### src/rtl/note_sequencer.sv
// Note ROM sequencer: fetches {half_period, duration} words and turns each
// note into a square-wave sample stream for the PWM stage, all on the audio clock.
module note_sequencer #(
    parameter int          ADDR_W   = 8,
    parameter int          TICK_DIV = 1024,
    parameter logic [31:0] AMP      = 32'h0000_FFFF,
    parameter bit          LOOP     = 1'b1
) (
    input  logic              clk,
    input  logic              rstn,
    input  logic              en,
    output logic [ADDR_W-1:0] rom_addr,
    input  logic [31:0]       rom_data,
    output logic [31:0]       sample_o,
    output logic              tone,
    output logic              busy
);

    typedef enum logic [1:0] {
        ST_IDLE  = 2'd0,
        ST_FETCH = 2'd1,
        ST_PLAY  = 2'd2,
        ST_DONE  = 2'd3
    } state_t;

    localparam logic [15:0]       TICK_RELOAD = 16'(TICK_DIV - 1);
    localparam logic [ADDR_W-1:0] ADDR_ZERO   = '0;
    localparam logic [ADDR_W-1:0] ADDR_ONE    = ADDR_W'(1);

    state_t            state_q, state_d;
    logic [ADDR_W-1:0] rom_addr_q, rom_addr_d;
    logic              tone_q, tone_d;
    logic [15:0]       hp_q, hp_d;
    logic [15:0]       phase_cnt_q, phase_cnt_d;
    logic [15:0]       tick_cnt_q, tick_cnt_d;
    logic [15:0]       dur_cnt_q, dur_cnt_d;

    logic [15:0] word_hp;
    logic [15:0] word_dur;
    logic        tick_wrap;
    logic        note_end;

    assign word_hp   = rom_data[31:16];
    assign word_dur  = rom_data[15:0];
    assign tick_wrap = (tick_cnt_q == 16'd0);
    assign note_end  = tick_wrap && (dur_cnt_q == 16'd1);

    always_ff @(posedge clk or negedge rstn) begin
        if (!rstn) begin
            state_q     <= ST_IDLE;
            rom_addr_q  <= '0;
            tone_q      <= 1'b0;
            hp_q        <= '0;
            phase_cnt_q <= '0;
            tick_cnt_q  <= '0;
            dur_cnt_q   <= '0;
        end else begin
            state_q     <= state_d;
            rom_addr_q  <= rom_addr_d;
            tone_q      <= tone_d;
            hp_q        <= hp_d;
            phase_cnt_q <= phase_cnt_d;
            tick_cnt_q  <= tick_cnt_d;
            dur_cnt_q   <= dur_cnt_d;
        end
    end

    always_comb begin
        state_d     = state_q;
        rom_addr_d  = rom_addr_q;
        tone_d      = tone_q;
        hp_d        = hp_q;
        phase_cnt_d = phase_cnt_q;
        tick_cnt_d  = tick_cnt_q;
        dur_cnt_d   = dur_cnt_q;

        if (!en) begin
            // Dropping enable wins over everything and rewinds the song.
            state_d     = ST_IDLE;
            rom_addr_d  = '0;
            tone_d      = 1'b0;
            hp_d        = '0;
            phase_cnt_d = '0;
            tick_cnt_d  = '0;
            dur_cnt_d   = '0;
        end else begin
            case (state_q)
                ST_IDLE: begin
                    state_d    = ST_FETCH;
                    rom_addr_d = '0;
                    tone_d     = 1'b0;
                end

                ST_FETCH: begin
                    hp_d = word_hp;
                    if (word_dur != 16'd0) begin
                        state_d     = ST_PLAY;
                        phase_cnt_d = word_hp - 16'd1;
                        tick_cnt_d  = TICK_RELOAD;
                        dur_cnt_d   = word_dur;
                        tone_d      = (word_hp != 16'd0);
                    end else if (LOOP && (rom_addr_q != ADDR_ZERO)) begin
                        rom_addr_d = '0;
                        tone_d     = 1'b0;
                    end else begin
                        state_d = ST_DONE;
                        tone_d  = 1'b0;
                    end
                end

                ST_PLAY: begin
                    if (hp_q != 16'd0) begin
                        if (phase_cnt_q == 16'd0) begin
                            tone_d      = ~tone_q;
                            phase_cnt_d = hp_q - 16'd1;
                        end else begin
                            phase_cnt_d = phase_cnt_q - 16'd1;
                        end
                    end

                    if (tick_wrap) begin
                        tick_cnt_d = TICK_RELOAD;
                        dur_cnt_d  = dur_cnt_q - 16'd1;
                    end else begin
                        tick_cnt_d = tick_cnt_q - 16'd1;
                    end

                    // The end of the last tick overrides any phase toggle.
                    if (note_end) begin
                        state_d    = ST_FETCH;
                        rom_addr_d = rom_addr_q + ADDR_ONE;
                        tone_d     = 1'b0;
                    end
                end

                ST_DONE: begin
                    tone_d = 1'b0;
                end

                default: begin
                    state_d = ST_IDLE;
                end
            endcase
        end
    end

    assign rom_addr = rom_addr_q;
    assign tone     = tone_q;
    assign sample_o = tone_q ? AMP : 32'd0;
    assign busy     = (state_q == ST_FETCH) || (state_q == ST_PLAY);

endmodule
### config.mk
export PLATFORM = sky130hd
export DESIGN_NAME = note_sequencer
export DESIGN_NICKNAME = d
export VERILOG_FILES = /design/src/rtl/note_sequencer.sv
export SDC_FILE = /design/constraint.sdc
export NUM_CORES = 1
export LEC_CHECK = 0
export CAP_MARGIN = 20
export CORE_ASPECT_RATIO = 0.6
export CORE_MARGIN = 1.5
export CORE_UTILIZATION = 58
export DETAILED_ROUTE_END_ITERATION = 6
export PLACE_DENSITY_LB_ADDON = 0.1
export SLEW_MARGIN = 20
export SYNTH_ARGS = -nofsm -noshare
export SYNTH_HDL_FRONTEND = slang
export SYNTH_SLANG_ARGS = --single-unit
### constraint.sdc
create_clock -name clk -period 5.8 [get_ports clk]
set_input_delay 1.74 -clock clk [delete_from_list [all_inputs] [get_ports clk]]
set_output_delay 1.74 -clock clk [all_outputs]
set_load 0.01 [all_outputs]
; ---- After elaboration in Yosys (flattened, before gate mapping)
; Cells that the tools add are included.
[classes]
n_reduce_logical = 16
n_eq_ne = 16
bitwise_logic = 1
mux = 32
n_addsub = 6
[op_table]
columns = op, count
row1 = 16-bit 2-to-1 mux, 13
row2 = 16-bit one-hot mux with 2 select lines, 3
row3 = "16-bit by 1-bit subtractor with 16-bit output, second input constant", 5
row4 = 16-bit nonzero test, 3
row5 = 16-bit zero test, 2
row6 = 8-bit 2-to-1 mux, 4
row7 = 8-bit one-hot mux with 3 select lines, 1
row8 = "3-bit != test, second input constant", 6
row9 = "16-bit by 1-bit equality test with 1-bit output, second input constant", 1
row10 = "4-bit != test, second input constant", 3
row11 = 3-bit AND reduction, 3
row12 = "8-bit by 1-bit adder with 8-bit output, second input constant", 1
row13 = 2-bit 2-to-1 mux, 4
row14 = 8-bit nonzero test, 1
row15 = 2-bit one-hot mux with 3 select lines, 1
row16 = 1-bit 2-to-1 mux, 5
row17 = "2-bit equality test, second input constant", 2
row18 = "4-bit by 1-bit != test with 1-bit output, second input constant", 1
row19 = 2-bit AND reduction, 2
row20 = 4-bit AND reduction, 1
row21 = "3-bit by 1-bit != test with 1-bit output, second input constant", 1
row22 = 1-bit one-hot mux with 3 select lines, 1
row23 = "2-bit by 1-bit equality test with 1-bit output, second input constant", 1
row24 = 2-bit zero test, 1
row25 = 5 further kinds, 5
[totals]
out_inout_bits = 42
reg_bits = 75
input_bits = 35

; ---- Logic depth before layout (Yosys ltp)
; Gate-level depths: netlist of the first run.
[depth]
ltp_word = 6
depth_mapped = 14
ltp_nobuf = 10

; ---- Worst setup path after synthesis of the first run
; Ideal clock, no wire load.
[synth_path]
kind = input -> register
startpoint = in rom_data[3]
endpoint = reg dur_cnt_q[3]
path_slack_ns = 2.358
path_stages = 6
t_required_ns = 5.679
n_path_buf = 1
arrival_time_ns = 3.321
setup_time_ns = 0.121
cell_sequence = nor4_1 nand4_1 mux2i_1 clkbuf_1 o21ai_1 a22o_1
[synth_between]
elab_chain_cells = 3
elab_cells_between_ends = 6
[synth_lines]
columns = element, line
row1 = from (decl), 13  ; input logic [31:0] rom_data,
row2 = 16-bit nonzero test or 16-bit 2-to-1 mux (tied branches), 96  ; if (word_dur != 16'd0) begin
row3 = 3-bit != test (no line) or 16-bit one-hot mux with 2 select lines (tied branches), n/a
row4 = 3-bit AND reduction (no line) or 16-bit 2-to-1 mux (tied branches), n/a
row5 = to (signal assigned), 64  ; dur_cnt_q <= dur_cnt_d;
row6 = to (decl), 36  ; logic [15:0] dur_cnt_q, dur_cnt_d;
; Parallel ways exist; a longest one is shown, timed or not. The select of a mux whose other input is x is not followed.
; A chain may end at the register's enable or synchronous reset.

; ---- Worst setup path in the final report of the first run
[layout_path]
startpoint = in rom_data[2]
endpoint = reg rom_addr_q[7], in the netlist rom_addr[7]
[layout_between]
elab_chain_cells = 3
[layout_lines]
columns = element, line
row1 = 16-bit nonzero test, 96
row2 = 3-bit != test (no line), n/a
row3 = 4-bit AND reduction (no line), n/a
row4 = to (signal assigned), 59  ; rom_addr_q <= rom_addr_d;
row5 = to (decl), 31  ; logic [ADDR_W-1:0] rom_addr_q, rom_addr_d;
; Every way passes these cells.

==> summary.log, run 1 <==
INFO  status         run_status=finished clean
INFO  yosys          number_of_distinct_standard_cells_referenced_by_the_synthesized_netlist=77
INFO  global_routing grtUsageTotal=29.8%
INFO  power_and_ir_drop power.static_leakage=2.46nW
INFO  detailed_routing detail_route.first_pass.iterations=5
INFO  floorplanning  placement_rows=26
INFO  clock_tree     htreeDepth=3
INFO  hold_path      hold_class=reg2reg
INFO  layout         area_growth=16.4%
INFO  setup_path     regToRegStartpoint=state_q[0]$_DFFE_PN0P_
INFO  placement      dp_slack=1.42ns
INFO  detailed_routing drt_iter0_markers=569
INFO  sta            report.final.slew_viol_count=0
INFO  yosys          synth_mux_area_share=4.81%
INFO  layout         layout.nets=658
INFO  sta            worst_slew_margin_rel=37.5%
INFO  sta            final-setup-viol-count=0
INFO  yosys          post_synthesis_xor_xnor_area_fraction=3.97%
INFO  floorplanning  core-area=8490µm²
INFO  floorplanning  initial_utilization=59.7%
INFO  floorplanning  die_height=75.4µm
INFO  run            max_cap_violations=0
INFO  sta            hold_viol_final=0
INFO  global_routing antenna_found_initial=0
INFO  clock_tree     worst_setup_hold_path_clk_slew=0.06ns
INFO  global_routing grt.overflow.total=0
INFO  layout         post_route_cells_drive_above_1_share=8.25%
INFO  global_routing grt_max_degree=51
INFO  floorplanning  die_width=124µm
INFO  hold_path      hold-path-cell-count=1
INFO  clock_tree     worstSkewPairLatency=0.34ns
INFO  placement      buffer_ports.inserted=60
INFO  layout         nFillCells=672
INFO  power_and_ir_drop peak_supply_drop=0.278mV
INFO  layout         sequential_cell_area=1880µm²
INFO  sta            hold_slack=0.504ns
INFO  yosys          synth.yosys.seq_area_share=37.0%
INFO  placement      finalWeightedCongestion=0.916
INFO  detailed_routing wl_per_instance=18.1µm
INFO  setup_path     critical_path_arrival=4.38ns
INFO  yosys          largest_family_of_logic_cells_by_synthesized_area=simple AND/OR/NAND/NOR gates
INFO  layout         antennaDiodeCount=0
INFO  clock_tree     clock_buffers_created_by_tritoncts=9
INFO  setup_path     start_kind=input port
INFO  yosys          ys_ff_latch=75
INFO  sta            grt_setup_unrepaired=false
INFO  detailed_routing detail_route.drc_violations=0
INFO  sta            tightestPinTransition=0.934ns
INFO  layout         multi_input_combinational_cell_area=2850µm²
INFO  global_routing wire_length_of_the_first_global_routing_pass=21.1mm
INFO  sta            timing.final.ws_setup=1.69ns
INFO  layout         mostFrequentLayoutCell=sky130_fd_sc_hd__nor2_1
INFO  clock_tree     cts_setup_buffers=0
INFO  yosys          synth-adder-area-share=2.47%
INFO  sta            setup_tns=0ns
INFO  layout         final_cell_mix=79 x sky130_fd_sc_hd__nor2_1, 75 x sky130_fd_sc_hd__dfrtp_1, 59 x sky130_fd_sc_hd__clkdlybuf4s50_1, 35 x sky130_fd_sc_hd__nand2_1, 33 x sky130_fd_sc_hd__a21oi_1
INFO  floorplanning  design.portCount=77
INFO  clock_tree     ctsLongestPathBuffers=2
INFO  yosys          synth_top_flop_cell=sky130_fd_sc_hd__dfrtp_1
INFO  yosys          synth_compound_area_share=20.8%
INFO  setup_path     setup.worst_path.end_class=register
INFO  floorplanning  die_area=9330µm²
INFO  sta            finalClockSkew=0.00540ns
INFO  yosys          netlist_area_before_placement=5070µm²
INFO  detailed_routing routed_via_density=6.32
INFO  hold_path      hold_start=tick_cnt_q[0]$_DFFE_PN0P_
INFO  yosys          synthSimpleGateAreaFrac=22.9%
INFO  clock_tree     cts_tree=built
INFO  yosys          count_of_yosys_warnings_during_synthesis=0
INFO  placement      hpwl=9.29mm
INFO  detailed_routing postRouteWirelength=13.2mm
INFO  sta            final_worst_path_period_need=4.11ns
INFO  yosys          synth_cells=578
INFO  setup_path     crit_path_start=rom_data[2]
INFO  yosys          async_flop_share=100%
INFO  global_routing first_global_vias=4028
INFO  sta            fmax=244MHz
INFO  clock_tree     cts.repair.resized=0
INFO  yosys          syn_avg_cell_area=8.77µm²
INFO  sta            final_period_util=70.8%
INFO  setup_path     worst_endpoint_required_time=6.08ns
INFO  power_and_ir_drop p_per_area=532nW/µm²
INFO  yosys          synth-edff-count=0
INFO  setup_path     cp_max_fo=5
INFO  setup_path     worst-r2r-cell-count=9
INFO  clock_tree     cts.root.buffer_cell=sky130_fd_sc_hd__clkbuf_16
INFO  clock_tree     clock_sink_count=75
INFO  setup_path     type_of_the_worst_setup_path=in2reg
INFO  clock_tree     cts.hold.buffers_added=0
INFO  detailed_routing via_count=4616
INFO  detailed_routing ant_nets=0
-- registers in the layout (all words and copies together), names as in the netlist --
register / count
hp_q: 16
rom_addr: 8
state_q: 2
tick_cnt_q: 16
tone: 1
dur_cnt_q: 16
phase_cnt_q: 16
-- stage by stage --
stage / instances / instance area, µm² / util, % / total power [mW]
finish: 730 / 5900 / 69.5 / 3.14
detailed placement: 714 / 5580 / 65.7 / 2.50
CTS: 730 / 5890 / 69.4 / 3.10
floorplan: 593 / 5130 / - / 2.11
global route: 730 / 5900 / 69.5 / 3.36
global placement: 714 / 5580 / 65.7 / 2.46
-- routing by layer --
metal / GRT usage (%) / vias up / routed length, µm
met2: 42.2 / 217 / 5520
li1: - / 2161 / -
met3: 7.11 / 20 / 1170
met4: 7.54 / 0 / 116
met1: 45.6 / 2218 / 6430
met5: 0 / - / 0
-- final cells by class --
type	count	share of cell area (%)
clock buffer	12	4.52
timing repair buffer	69	11.2
clock inverter	4	0.806
sequential	75	31.8
multi-input combinational	444	48.4
tap	112	2.37
inverter	14	0.891
-- power by group --
part           switching, mW  leakage, nW  internal, mW
combinational          0.946         1.29         0.680
sequential             0.235         1.01         0.690
clock                  0.219        0.155         0.367
-- path summary, 6_finish.rpt --
| path | slack [ns] | end |
|---|---|---|
| max in group asynchronous | 3.30 | tick_cnt_q[14]$_DFFE_PN0P_ |
| min in group asynchronous | 1.41 | dur_cnt_q[6]$_DFFE_PN0P_ |
| max reg2reg | 2.23 | phase_cnt_q[15]$_DFFE_PN0P_ |
| max | 1.69 | rom_addr[7]$_DFFE_PN0P_ |
| min reg2reg | 0.50 | tick_cnt_q[0]$_DFFE_PN0P_ |
| min | 0.50 | tick_cnt_q[0]$_DFFE_PN0P_ |
-- critical path, cell delays in order --
cell and delay (ns):
sky130_fd_sc_hd__clkdlybuf4s50_1 0.42, sky130_fd_sc_hd__nor4_1 0.44, sky130_fd_sc_hd__nand4_1 0.38, sky130_fd_sc_hd__o21ai_0 0.55
sky130_fd_sc_hd__nand3_2 0.20, sky130_fd_sc_hd__or4_1 0.55, sky130_fd_sc_hd__nand3_1 0.10
-- kinds of logic after synthesis --
group	Yosys count
mux	24
buf+inv	74
flops	75
other cells	1
simple gates	221
compound gates	150
fa+ha+maj	10
xor+xnor	23
-- Yosys cell counts, types with 7 or more instances --
library cell | instances | area [µm²]
sky130_fd_sc_hd__nor2_1 | 79 | 297
sky130_fd_sc_hd__dfrtp_1 | 75 | 1880
sky130_fd_sc_hd__nand2_1 | 35 | 131
sky130_fd_sc_hd__a21oi_1 | 33 | 165
sky130_fd_sc_hd__buf_4 | 32 | 240
sky130_fd_sc_hd__o21ai_0 | 29 | 145
sky130_fd_sc_hd__mux2i_1 | 21 | 210
sky130_fd_sc_hd__clkbuf_1 | 17 | 63.8
sky130_fd_sc_hd__nor3_1 | 16 | 80.1
sky130_fd_sc_hd__xnor2_1 | 16 | 140
sky130_fd_sc_hd__a22o_1 | 15 | 131
sky130_fd_sc_hd__a31oi_1 | 14 | 87.6
sky130_fd_sc_hd__nor4_1 | 14 | 87.6
sky130_fd_sc_hd__inv_1 | 13 | 48.8
sky130_fd_sc_hd__nand3_1 | 13 | 65.1
sky130_fd_sc_hd__ha_1 | 10 | 125
sky130_fd_sc_hd__o211ai_1 | 10 | 75.1
sky130_fd_sc_hd__nand2b_1 | 8 | 50.1
sky130_fd_sc_hd__or3_1 | 8 | 50.1
sky130_fd_sc_hd__nand4_1 | 7 | 43.8
sky130_fd_sc_hd__or4_1 | 7 | 52.6
sky130_fd_sc_hd__xor2_1 | 7 | 61.3
(Power assumes the default switching activity.)
==> run 2: changes to the inputs <==
- CORE_UTILIZATION: 58 -> 55
- clock period: 5.8 -> 3.9 ns (I/O delays scaled with it)
==> run 2 against run 1 <==
  * Flip-flop and latch count is the same
  * Non-clock buffer count increased by 6
  * Count of clock-buffer cells in the layout rose by 1
  * Global-route usage fell by 0.61 points
  * Highest routed layer unchanged
==> summary.log, run 2 (synthesized netlist as in run 1, its figures left out) <==
INFO  setup_path     critical_path_arrival=3.85ns
INFO  layout         layout.nets=664
INFO  sta            fmax=276MHz
INFO  detailed_routing drt_iter0_markers=453
INFO  setup_path     cp_max_fo=12
INFO  layout         antennaDiodeCount=0
INFO  setup_path     critical-path-max-stage-delay=0.53ns
INFO  floorplanning  die_height=77.4µm
INFO  detailed_routing wl_per_instance=18.6µm
INFO  setup_path     ordered_list_of_cells_on_the_worst_path=clkdlybuf4s50_1, nor4_1, nand4_1, mux2i_1, or3_1, nor2_1, a221o_1
INFO  run            max_cap_violations=0
INFO  clock_tree     cts_tree=built
INFO  floorplanning  die_area=9820µm²
INFO  clock_tree     cts.root.buffer_cell=sky130_fd_sc_hd__clkbuf_16
INFO  clock_tree     cts.hold.buffers_added=0
INFO  detailed_routing via_count=4717
INFO  floorplanning  design.portCount=77
INFO  layout         post_route_cells_drive_above_1_share=8.83%
INFO  layout         nFillCells=720
INFO  sta            worst_slew_margin_rel=35.0%
INFO  sta            tightestPinTransition=0.974ns
INFO  floorplanning  die_width=127µm
INFO  layout         final_area=5910µm²
INFO  global_routing antenna_found_initial=0
INFO  global_routing busiest_layer=met1
INFO  clock_tree     worst_setup_hold_path_clk_slew=0.06ns
INFO  layout         mostFrequentLayoutCell=sky130_fd_sc_hd__nor2_1
INFO  sta            hold_viol_final=0
INFO  sta            final_worst_path_period_need=3.63ns
INFO  clock_tree     htreeDepth=3
INFO  power_and_ir_drop power.static_leakage=2.47nW
INFO  setup_path     type_of_the_worst_setup_path=in2reg
INFO  floorplanning  initial_utilization=58.2%
INFO  floorplanning  placement_rows=26
INFO  global_routing grt_max_degree=76
INFO  layout         area_growth=16.5%
INFO  setup_path     worst_endpoint_required_time=4.12ns
INFO  sta            report.final.slew_viol_count=0
INFO  detailed_routing ant_nets=0
INFO  placement      finalWeightedCongestion=0.912
INFO  placement      hpwl=9.68mm
INFO  setup_path     setup.worst_path.end_class=register
INFO  detailed_routing detail_route.drc_violations=0
INFO  clock_tree     worstSkewPairLatency=0.34ns
INFO  global_routing global_route.usage.met3=8.55%
INFO  setup_path     regToRegStartpoint=state_q[0]$_DFFE_PN0P_
INFO  clock_tree     ctsLongestPathBuffers=2
INFO  layout         multi_input_combinational_cell_area=2850µm²
INFO  global_routing globalRouteMet2Util=41.1%
INFO  global_routing grt.met1_usage=43.3%
INFO  sta            timing.final.ws_setup=0.273ns
INFO  setup_path     crit_path_start=rom_data[3]
INFO  global_routing grt.overflow.total=0
INFO  detailed_routing routed_via_density=6.42
INFO  sta            final-setup-viol-count=0
INFO  layout         sequential_cell_area=1880µm²
INFO  sta            final_period_util=93.0%
INFO  layout         fin_util=67.7%
INFO  clock_tree     clock_buffers_created_by_tritoncts=9
INFO  hold_path      hold_class=reg2reg
INFO  clock_tree     cts_setup_buffers=0
INFO  status         run_status=finished clean
INFO  power_and_ir_drop peak_supply_drop=0.526mV
INFO  setup_path     start_kind=input port
INFO  clock_tree     clock_sink_count=75
INFO  setup_path     crit_path_top_delay_cell=sky130_fd_sc_hd__nor4_1
INFO  layout         final_cell_mix=79 x sky130_fd_sc_hd__nor2_1, 75 x sky130_fd_sc_hd__dfrtp_1, 59 x sky130_fd_sc_hd__clkdlybuf4s50_1, 35 x sky130_fd_sc_hd__nand2_1, 33 x sky130_fd_sc_hd__a21oi_1
INFO  sta            setup_tns=0ns
INFO  sta            finalClockSkew=0.00665ns
INFO  hold_path      hold_start=tick_cnt_q[0]$_DFFE_PN0P_
INFO  floorplanning  core-area=8720µm²
INFO  placement      buffer_ports.inserted=60
INFO  detailed_routing postRouteWirelength=13.7mm
INFO  sta            grt_setup_unrepaired=false
INFO  power_and_ir_drop p_per_area=790nW/µm²
INFO  global_routing first_global_vias=4479
INFO  detailed_routing detail_route.first_pass.iterations=5
INFO  placement      dpl-instance-area=5630µm²
INFO  placement      dp_slack=0.0230ns
INFO  global_routing wire_length_of_the_first_global_routing_pass=22.6mm
INFO  clock_tree     cts.repair.resized=0
INFO  global_routing grtUsageTotal=29.2%
[run 2: final cells by class]
| type | instances | share of cell area [%] |
|---|---|---|
| inverters | 14 | 0.890 |
| well taps | 112 | 2.37 |
| clock buffers | 13 | 4.58 |
| clock inverters | 2 | 0.169 |
| multi-input cells | 444 | 48.2 |
| flip-flops and latches | 75 | 31.8 |
| repair buffers | 75 | 12.0 |
[run 2: stage by stage]
step / instances / power (mW) / hold slack, ns
detailed placement: 720 / 3.80 / 0.516
global route: 735 / 4.99 / 0.554
floorplan: 593 / 3.14 / 0.471
CTS: 735 / 4.61 / 0.534
global placement: 720 / 3.72 / 0.495
finish: 735 / 4.67 / 0.534
[run 2: worst max-delay path, delay by kind of cell]
kind / cells / cell delay, ns
and+or+nand+nor: 4 / 1.46
AOI/OAI and AO/OA: 1 / 0.27
muxes: 1 / 0.50
buffers and inverters: 1 / 0.44
[run 2: power breakdown]
group | total (mW) | internal [mW] | switching (mW) | leakage, nW
Sequential | 1.37 | 1.03 | 0.343 | 1.01
Combinational | 2.50 | 1.05 | 1.46 | 1.32
Clock | 0.793 | 0.477 | 0.315 | 0.141
Total | 4.67 | 2.55 | 2.12 | 2.47
[run 2: final timing paths]
path / cells past startpoint / slack, ns / to
max: 7 / 0.27 / phase_cnt_q[7]$_DFFE_PN0P_
min: 1 / 0.53 / tick_cnt_q[0]$_DFFE_PN0P_
max reg2reg: 8 / 0.80 / phase_cnt_q[10]$_DFFE_PN0P_
min reg2reg: 1 / 0.53 / tick_cnt_q[0]$_DFFE_PN0P_
max in group asynchronous: 2 / 2.20 / state_q[0]$_DFFE_PN0P_
min in group asynchronous: 2 / 1.07 / tick_cnt_q[11]$_DFFE_PN0P_
[run 2: layer usage]
metal | share of wire [%] | vias up
met1 | 48 | 2300
li1 | - | 2169
met5 | 0 | -
met3 | 8.6 | 27
met4 | 1.5 | 0
met2 | 42 | 221
==> variant (config.mk and constraints of run 2) <==
`hp_q` no longer has a reset.
--- a/src/rtl/note_sequencer.sv
+++ b/src/rtl/note_sequencer.sv
@@ -51,5 +51,4 @@
             rom_addr_q  <= '0;
             tone_q      <= 1'b0;
-            hp_q        <= '0;
             phase_cnt_q <= '0;
             tick_cnt_q  <= '0;
@@ -59,9 +58,12 @@
             rom_addr_q  <= rom_addr_d;
             tone_q      <= tone_d;
-            hp_q        <= hp_d;
             phase_cnt_q <= phase_cnt_d;
             tick_cnt_q  <= tick_cnt_d;
             dur_cnt_q   <= dur_cnt_d;
         end
+    end
+
+    always_ff @(posedge clk) begin
+        hp_q <= hp_d;
     end
 
Function: same outputs for any inputs over 10 cycles, from zero or initial values and one cycle with rstn low; that may be too few to reach the edited logic, so the function may still have changed.
==> variant against run 2 <==
  * Synthesized area decreased by 0.67%
  * Final area increased by 0.81%
  * Count of clock-buffer cells in the layout decreased by 2
  * Non-clock buffer count increased by 2
  * Setup slack improved by 290 ps
  * Sequential cell count unchanged
  * Synthesized cell count increased by 4.2%
  * Die area decreased by 0.65%
  * Worst hold slack got worse by 15 ps
  * Total power decreased by 4.8%
  * Combinational power decreased by 14%
  * Wire length increased by 4.5%
  * Largest power group unchanged
  * Critical endpoint is now dur_cnt_q[3]$_DFFE_PN0P_
  * Highest routed layer unchanged
==> variant: results (changes against run 2) <==
YOSYS.AREA_SHARE.ADDER=0.0248  # was 0.0247
USE_MET3=0.0886  # was 0.0855
SWITCHING_SHARE=0.427  # was 0.453
SYNTH_CELL_TYPE_COUNT=73  # was 77
LAYOUT.BUFFER.NONCLOCK.AREA_SHARE=0.124  # was 0.120
CRITICAL_PATH.REG2REG.ENDPOINT='phase_cnt_q[14]$_DFFE_PN0P_'  # was phase_cnt_q[10]$_DFFE_PN0P_
DELAY_OF_THE_SLOWEST_CELL_ON_THE_WORST_PATH_PS=560  # was 530 ps
TOP_CELLS_BY_INSTANCE_COUNT_AFTER_SYNTHESIS='sky130_fd_sc_hd__nor2_1, sky130_fd_sc_hd__dfrtp_1, sky130_fd_sc_hd__nand2_1, sky130_fd_sc_hd__a21oi_1, sky130_fd_sc_hd__o21ai_0'  # was sky130_fd_sc_hd__nor2_1, sky130_fd_sc_hd__dfrtp_1, sky130_fd_sc_hd__nand2_1, sky130_fd_sc_hd__a21oi_1, sky130_fd_sc_hd__buf_4
WIRELENGTH_MET1_UM=6690  # was 6570 um
POST_SYNTHESIS_SEQUENTIAL_AREA_RATIO=0.357  # was 0.370
DETAILEDROUTE.FIRSTITERATIONVIOLATIONS=658  # was 453
FIRST_GLOBAL_VIAS=4414  # was 4,479
FINISH.NET_COUNT=689  # was 664
GRT_UTIL_MET1=0.462  # was 0.433
USE_MET2=0.416  # was 0.411
ROUTE.MET3.WL_UM=1670  # was 1180 um
WORST-ENDPOINT-ARRIVAL_PS=3510  # was 3850 ps
LEAKAGE_nW=2.40  # was 2.47 nW
DPL.HPWL_UM=10400  # was 9680 um
CRITICAL_PATH.MAX_FANOUT=20  # was 12
SYNTHTOPCELLSBYAREA='sky130_fd_sc_hd__dfrtp_1, sky130_fd_sc_hd__dfxtp_1, sky130_fd_sc_hd__buf_4'  # was sky130_fd_sc_hd__dfrtp_1, sky130_fd_sc_hd__nor2_1, sky130_fd_sc_hd__buf_4
OUTCOME='completed'  # unchanged
SYNTHXORXNORAREAFRAC=0.0209  # was 0.0397
CLK_SHARE=0.0576  # was 0.0475
TRANSITION_AT_THE_PIN_WITH_THE_SMALLEST_MAX_TRANSITION_SLACK_PS=996  # was 974 ps
DETAILEDROUTE.FIRSTPASSITERATIONCOUNT=6  # was 5
INTPOWER_mW=2.54  # was 2.55 mW
SYNTH_COMPOUND_AREA_FRAC=0.219  # was 0.208
WIRE_LENGTH_OF_THE_FIRST_GLOBAL_ROUTING_PASS_UM=23300  # was 22,600 um
FILLERINSTANCES=685  # was 720
MET2_ROUTED_LENGTH_UM=5770  # was 5730 um
YS_ASYNC_SR_FRACTION=0.787  # was 1.00
GP_CONGESTION=0.965  # was 0.912
CRITICAL_PATH.ENDPOINT='dur_cnt_q[3]$_DFFE_PN0P_'  # was phase_cnt_q[7]$_DFFE_PN0P_
NONCLOCKBUFFERCOUNT=77  # was 75
GRT_UTIL_ALL_LAYERS=0.304  # was 0.292
RRSETUPSLACK_PS=750  # was 800 ps
FIN_SKEW_PS=6.56  # was 6.65 ps
variant: cell types whose count changed after synthesis, moves of 6 or more:
cell	delta
sky130_fd_sc_hd__nor3_1	+6
sky130_fd_sc_hd__dfxtp_1	+16
sky130_fd_sc_hd__nand2_1	+21
sky130_fd_sc_hd__dfrtp_1	-16
sky130_fd_sc_hd__nor4_1	+7
sky130_fd_sc_hd__a21oi_1	+10
sky130_fd_sc_hd__o21ai_0	+7
sky130_fd_sc_hd__buf_2	+6
sky130_fd_sc_hd__xnor2_1	-9
sky130_fd_sc_hd__nor2_1	-15
sky130_fd_sc_hd__a22o_1	-14
sky130_fd_sc_hd__o221ai_1	+6
variant: through the flow:
| step | setup slack [ps] | cells | instance area (sq um) |
|---|---|---|---|
| after floorplan | 1160 | 617 | 5090 |
| after global placement | 387 | 745 | 5610 |
| after detailed placement | 311 | 745 | 5610 |
| after CTS | 667 | 761 | 5950 |
| after global routing | 477 | 761 | 5950 |
| final | 562 | 761 | 5950 |
